$ cat src/rtl/fetch_ctrl.sv
// Instruction fetch controller: dual-slot halfword PC sequencing over a banked ROM.
// Optional perf_issued counter is compiled in with `define FETCH_CTRL_PERF_EN.
module fetch_ctrl #(
    parameter int PROG_LEN = 22,
    parameter int RESET_PC = 0
) (
    input  logic        clk,
    input  logic        rst,
    input  logic [1:0]  issue_cnt,
    input  logic        stall,
    input  logic        branch_valid,
    input  logic [14:0] branch_target,
    output logic [13:0] Rom_addr_in,
    output logic        pc_1,
    output logic [1:0]  sel_mem_0,
    output logic        sel_mem_1,
    output logic        valid_0,
    output logic        valid_1,
    output logic [14:0] pc_out,
`ifdef FETCH_CTRL_PERF_EN
    output logic [15:0] perf_issued,
`endif
    output logic [1:0]  state_dbg
);

    // Handshake: decode reports in issue_cnt how many of the valid slots it took this
    // cycle; only slots flagged valid_0/valid_1 can be consumed, and stall consumes none.

    localparam logic [15:0] LEN       = 16'(PROG_LEN);
    localparam logic [14:0] RST_PC    = 15'(RESET_PC);
    localparam bit          BOOT_DONE = (RESET_PC >= PROG_LEN);

    typedef enum logic [1:0] {
        BOOT  = 2'd0,
        RUN   = 2'd1,
        FLUSH = 2'd2,
        DONE  = 2'd3
    } state_t;

    state_t      state_q, state_d;
    logic [14:0] pc_q, pc_d;
    logic [15:0] pc_ext, adv;
    logic [1:0]  slots, req, eff;

    always_comb begin
        pc_ext  = {1'b0, pc_q};
        valid_0 = (state_q == RUN) && (pc_ext < LEN);
        valid_1 = (state_q == RUN) && ((pc_ext + 16'd1) < LEN);
        slots   = {1'b0, valid_0} + {1'b0, valid_1};
        req     = (stall || issue_cnt == 2'd3) ? 2'd0 : issue_cnt;
        // A branch pre-empts consumption: nothing counts as issued that cycle.
        eff     = 2'd0;
        if (state_q == RUN && !branch_valid)
            eff = (req < slots) ? req : slots;
        adv     = pc_ext + {14'd0, eff};

        state_d = state_q;
        pc_d    = pc_q;
        if (state_q == BOOT) begin
            state_d = BOOT_DONE ? DONE : RUN;
        end else if (branch_valid) begin
            pc_d    = branch_target;
            state_d = FLUSH;
        end else begin
            case (state_q)
                RUN: begin
                    if (adv >= LEN) begin
                        pc_d    = LEN[14:0];
                        state_d = DONE;
                    end else begin
                        pc_d    = adv[14:0];
                    end
                end
                FLUSH:   state_d = (pc_ext >= LEN) ? DONE : RUN;
                default: state_d = state_q;
            endcase
        end
    end

    always_ff @(posedge clk or posedge rst) begin
        if (rst) begin
            state_q <= BOOT;
            pc_q    <= RST_PC;
        end else begin
            state_q <= state_d;
            pc_q    <= pc_d;
        end
    end

`ifdef FETCH_CTRL_PERF_EN
    logic [15:0] perf_q, perf_d;
    logic [16:0] perf_sum;

    always_comb begin
        perf_sum = {1'b0, perf_q} + {15'd0, eff};
        perf_d   = perf_sum[16] ? 16'hFFFF : perf_sum[15:0];
    end

    always_ff @(posedge clk or posedge rst) begin
        if (rst) perf_q <= 16'd0;
        else     perf_q <= perf_d;
    end

    assign perf_issued = perf_q;
`endif

    assign Rom_addr_in = pc_q[14:1];
    assign pc_1        = pc_q[0];
    assign sel_mem_0   = pc_q[0] ? 2'd2 : 2'd0;
    assign sel_mem_1   = ~pc_q[0];
    assign pc_out      = pc_q;
    assign state_dbg   = state_q;

endmodule
$ cat config.mk
export PLATFORM = sky130hd
export DESIGN_NAME = fetch_ctrl
export DESIGN_NICKNAME = d
export VERILOG_FILES = /design/src/rtl/fetch_ctrl.sv
export SDC_FILE = /design/constraint.sdc
export NUM_CORES = 1
export LEC_CHECK = 0
export CAP_MARGIN = 0
export CORE_AREA = 10 10 87 59
export CTS_CLUSTER_SIZE = 10
export DETAILED_ROUTE_END_ITERATION = 16
export DIE_AREA = 0 0 97 69
export GPL_ROUTABILITY_DRIVEN = 0
export MAX_ROUTING_LAYER = met4
export PLACE_DENSITY = 0.83
export SYNTH_ARGS = -nofsm -noshare
export SYNTH_HDL_FRONTEND = slang
export SYNTH_SLANG_ARGS = --single-unit
$ cat constraint.sdc
create_clock -name clk -period 7.45 [get_ports clk]
set_input_delay 1.8625 -clock clk [delete_from_list [all_inputs] [get_ports clk]]
set_output_delay 1.8625 -clock clk [all_outputs]
set_load 0.005 [all_outputs]
Word-level counts from Yosys, hierarchy flattened
Index checks and enable logic that the tools add are counted.
{ "classes": {"reduce_logical": 10, "bitwise_logic": 2, "muxes": 12, "shift": 0, "magnitude_cmp": 5, "n_eq_ne": 4, "add_sub_neg": 3, "div": 0, "multipliers": 0} }
{ "ops": {"columns": ["operator", "count"], "rows": [
  ["$mux 15", 3],
  ["$add 15x1->16 const B", 1],
  ["$add 15x2->16", 1],
  ["$ge 16x5->1 const B", 1],
  ["$lt 16x5->1 const B", 1],
  ["$mux 2", 8],
  ["$ge 15x5->1 const B", 1],
  ["$lt 15x5->1 const B", 1],
  ["$eq 2x2->1 const B", 2],
  ["$ne 4x2->1 const B", 1],
  ["$pmux 2 s2", 1],
  ["$reduce_and 2->1", 2],
  ["$reduce_bool 4->1", 1],
  ["$logic_and 1x1->1", 3],
  ["$add 1x1->2", 1],
  ["$eq 2x1->1 const B", 1],
  ["$logic_not 2->1", 1],
  ["$lt 2x2->1", 1],
  ["$not 1->1", 2],
  ["$reduce_bool 2->1", 1],
  ["$logic_not 1->1", 1],
  ["$logic_or 1x1->1", 1]
]} }
{ "word_totals": {"register_bits": 17, "ramBits": 0, "inputBits": 21, "memories": 0, "mem_bits_ro": 0, "latchBits": 0} }

Longest topological paths before layout
{ "logic_depth": {"ltp_word": 13, "mapped_depth": 22} }

Worst setup path before layout
No wires, ideal clock.
{ "synth_timing": {"kind": "input to register", "from": "input issue_cnt[0]", "to": "register pc_q[2] (netlist: pc_out[2])", "n_path_buf": 0, "slack_ns": 2.988, "t_required_ns": 7.311, "cell_stages": 12, "setup_ns": 0.139, "t_arrival_ns": 4.323, "path_cell_list": "nor3b_1 ha_1 nor2_1 nor2_1 nor4_1 ha_1 a21oi_1 nor3_2 or4b_1 o2bb2ai_2 o41ai_1 a221oi_1"} }
{ "synth_via": {"elab_chain_len": 11} }
{ "synth_lines": {"columns": ["element", "line", "text"], "rows": [
  ["from (decl)", "9", "input logic [1:0] issue_cnt,"],
  ["$eq 2x2->1", "50", "req = (stall || issue_cnt == 2'd3) ? 2'd0 : issue_cnt;"],
  ["$logic_or 1x1->1", "50", null],
  ["$mux 2 (*)", "50", null],
  ["$lt 2x2->1", "54", "eff = (req < slots) ? req : slots;"],
  ["$mux 2 (*)", "54", null],
  ["$mux 2 (*)", "53", "if (state_q == RUN && !branch_valid)"],
  ["$add 15x2->16 (*)", "55", "adv = pc_ext + {14'd0, eff};"],
  ["$ge 16x5->1", "67", "if (adv >= LEN) begin"],
  ["$mux 15 (*)", "67", null],
  ["$mux 15 (*)", "65", "case (state_q)"],
  ["$mux 15 (*)", "61", "end else if (branch_valid) begin"],
  ["to (signal assigned)", "86", "pc_q <= pc_d;"],
  ["to (decl)", "41", "logic [14:0] pc_q, pc_d;"]
]} }
Every way passes the cells marked *; elsewhere a longest branch is shown, timed or not. The select of a mux whose other input is x is not followed.
A chain may end at the register's enable or synchronous reset.

Worst setup path after layout
{ "layout_timing": {"from": "input branch_valid", "to": "register pc_q[0] (netlist: pc_out[0])"} }
{ "layout_via": {"elab_chain_len": 8} }
{ "layout_lines": {"columns": ["element", "line", "text"], "rows": [
  ["from (decl)", "11", "input logic branch_valid,"],
  ["$logic_not 1->1", "53", null],
  ["$logic_and 1x1->1", "53", null],
  ["$mux 2", "53", null],
  ["$add 15x2->16", "55", null],
  ["$ge 16x5->1", "67", null],
  ["$mux 15", "67", null],
  ["$mux 15", "65", null],
  ["$mux 15", "61", null]
]} }
Several ways; a longest one is shown, not always the timed one. The select of a mux whose other input is x is not followed.

==> key figures <==
Synth
  – Synthesized net count: 243
  – Synth top area cells: dfrtp_1 25%, buf_4 8.0%, nand2_1 6.3%, ha_1 4.5%, nand3_1 3.9%
  – Mapped cell area: 0.00168 mm²
  – Post-synthesis sequential area ratio: 25.3%
  – Synth warn: 0
  – Number of distinct library cells after synthesis: 52
  – Asr flop ratio synth: 100%
  – Post-synth top area cell: dfrtp_1
  – Yosys reg bits: 17
  – Yosys top cell area share: 25.3%
  – Top_reg_cell synth: dfrtp_1
  – EDFF count, synth: 0
  – Synth Area per Inst: around 7.8 µm²
  – Post-Syn Instances: 215

Drt
  – Drc violations: 0
  – Post-DRT Antenna Nets: 0
  – Vias per Instance: ~6.0
  – Wire length per cell: 17.0 µm
  – Pre-Repair DR Iteration Count: 5
  – Routed Wire Length: 4910 µm
  – Vias: 1,729
  – Initial DRC count: 162

Global route
  – Global-route wire length before repair: roughly 7700 µm
  – Number of global-route vias before repair: 1,444
  – Largest net degree at the start of global routing: 18
  – GRT Util Overall: 13.5%
  – Initial antenna violation count: 0
  – Total gr overflow: 0

Power
  – Tot Pwr: 0.298 mW
  – Cell Pwr Density: approximately 140 mW/mm²
  – Switching Power: 0.102 mW
  – Sw Ratio: around a third
  – Power Internal: 0.196 mW
  – Clk network pwr share: a little under a quarter
  – Power share of the combinational group: 34.0%
  – Worst VDD drop: about 0.00013 V
  – Pleak: 0.815 nW
  – Sequential fraction of design power: between 40 and 50%

Setup path
  – CP max FO: 17
  – Kind of critical path: in -> reg
  – Delay-heaviest family, CP: simple AND/OR/NAND/NOR gates
  – Crit path buf inv count: 1
  – CP peak stage delay: 860 ps
  – Worst-path cell chain: clkdlybuf4s50_1 -> nand2_1 -> and2_1 -> nor4_1 -> ha_1 -> fa_1 -> nand3_1 -> nor4_2 -> xnor2_1 -> nand4_1 -> nor3_2 -> a31o_2
  – Worst path slowest cell: clkdlybuf4s50_1
  – Req. time, crit path: 7650 ps
  – Critical Path Source Type: input pin
  – Worst Path Arrival: 5700 ps
  – CP Capture Type: register

Worst hold path
  – Worst hold-check path type: reg -> reg

Finish
  – Ant. Diodes: 0
  – # nets final: 270
  – Commonest cells after routing, fill and taps aside: 56 x clkdlybuf4s50_1, 28 x nand2_1, 17 x dfrtp_1
  – Share of layout cells above drive strength 1: 6.22%
  – Non-filler cells in the finished layout: 288
  – Area grow syn2layout: 27.7%
  – Commonest non-fill, non-tap cell in the layout: clkdlybuf4s50_1
  – Final Util: between 60% and 70%
  – Post-Layout Inst Area: 0.00214 mm²

Clock tree
  – CTS buffer count: 3
  – Postcts setup bufs: 0
  – Hold-fix buffer count after cts: 0
  – CTS sink count: 17
  – Clk Latency, worst-skew pair: ~260 ps
  – TritonCTS clock tree: yes
  – Clock Path Buffers: 2
  – Root buffer cell: clkbuf_8
  – # H-tree levels: 1
  – Clk pin slew, worst setup/hold paths: 70 ps
  – CTS resizes: 0

Die
  – Die H: 69 µm
  – Die area: between 0.006 and 0.007 mm²
  – Rows: 17
  – Top Ports: 58
  – Core region area: 0.00355 mm²
  – Die Span X: 97 µm
  – Starting Density: 47.3%

Timing
  – Min cycle time layout: ~5500 ps
  – Hold Slack: 552 ps
  – Setup tns final: 0 ps
  – Slew Viols, Final: 0
  – Fin crit share: 73.8%
  – Rel. slew slack: 56.0%
  – Final hold violation count: 0
  – FMAX: 182 MHz
  – Worst Slack Setup Final: around 2000 ps
  – Setup Skew: 3.43 ps
  – Worst Tran Pin Value: 659 ps
  – RSZ-0062 raised after global routing: false
  – Final setup violation count: 0

Place
  – Dpl ws: 1830 ps
  – Cell Count Post-Placement: 284
  – Dpl cell area: 0.00210 mm²
  – Post-DP HPWL: 3830 µm
  – Port bufs: 56

Run status
  – Outcome: complete, no violations

Run
  – Max-cap violations: 0
cell type report:
class	count	area [µm²]
fill	322	1410
multi-input combinational	155	1020
timing repair buffer	56	561
sequential	17	425
tap	47	58.8
clock buffer	3	41.3
inverter	9	33.8
clock inverter	1	7.51
worst register-to-register path, cell delays in order (launching register included):
cell	delay, ps
dfrtp_1	490
ha_1	290
and3_1	220
and2_1	200
a31o_2	250
o21a_1	90
o22ai_1	130
and4b_1	280
ha_1	190
inv_1	50
ha_1	260
nor2_1	110
nor2_1	50
nor4_1	190
ha_1	260
fa_1	360
nand3_1	140
nor4_2	320
xnor2_1	170
nand4_1	240
nor3_2	380
a31o_2	220
cell usage after synthesis (7+ instances only):
| master | instances |
|---|---|
| buf_4 | 18 |
| clkbuf_1 | 10 |
| dfrtp_1 | 17 |
| inv_1 | 9 |
| nand2_1 | 28 |
| nand3_1 | 13 |
| nand4_1 | 7 |
| nor2_1 | 15 |
| o21ai_0 | 8 |
metal layers:
layer | global-route usage [%] | vias to the layer above | part of all wire (%)
met2 | 18.4 | 107 | 41
met3 | 4.27 | 2 | 11
met5 | - | - | 0
met1 | 19.1 | 798 | 48
li1 | - | 822 | -
met4 | 1.94 | 0 | 0.18
state kept, by name, summed over array words and instances (netlist names):
| signal | count |
|---|---|
| pc_out | 15 |
| state_dbg | 2 |
power by group through the flow:
stage	Combinational, mW	Sequential [mW]	Clock, mW
4_1_cts	0.102	0.124	0.0720
3_3_place_gp	0.0998	0.126	0
6_report	0.101	0.126	0.0714
5_1_grt	0.110	0.128	0.0746
2_1_floorplan	0.0726	0.111	0
3_5_place_dp	0.101	0.126	0
worst paths after layout:
kind                               from      endpoint  slack (ps)  cells past startpoint
max in group asynchronous           rst    pc_out[14]        5030                      2
min                        state_dbg[0]  state_dbg[1]         550                      2
max reg2reg                   pc_out[1]     pc_out[0]        2490                     21
min reg2reg                state_dbg[0]  state_dbg[1]         550                      2
min in group asynchronous           rst     pc_out[9]        2000                      2
max                        branch_valid     pc_out[0]        1950                     12
cells by family (layout without fill, tap and decap cells):
group / Yosys count / after routing / synth area share, %
multiplexers: 2 / 2 / 1.19
AND/OR/NAND/NOR: 101 / 101 / 32.7
adder cells (fa/ha/maj): 7 / 7 / 5.66
other: 1 / 1 / 0.223
AO/OA/AOI/OAI: 41 / 41 / 19.2
XOR/XNOR: 3 / 3 / 1.57
buffers and inverters: 43 / 69 / 14.1
flip-flops: 17 / 17 / 25.3
No activity file was read; power rests on OpenSTA's default activity.
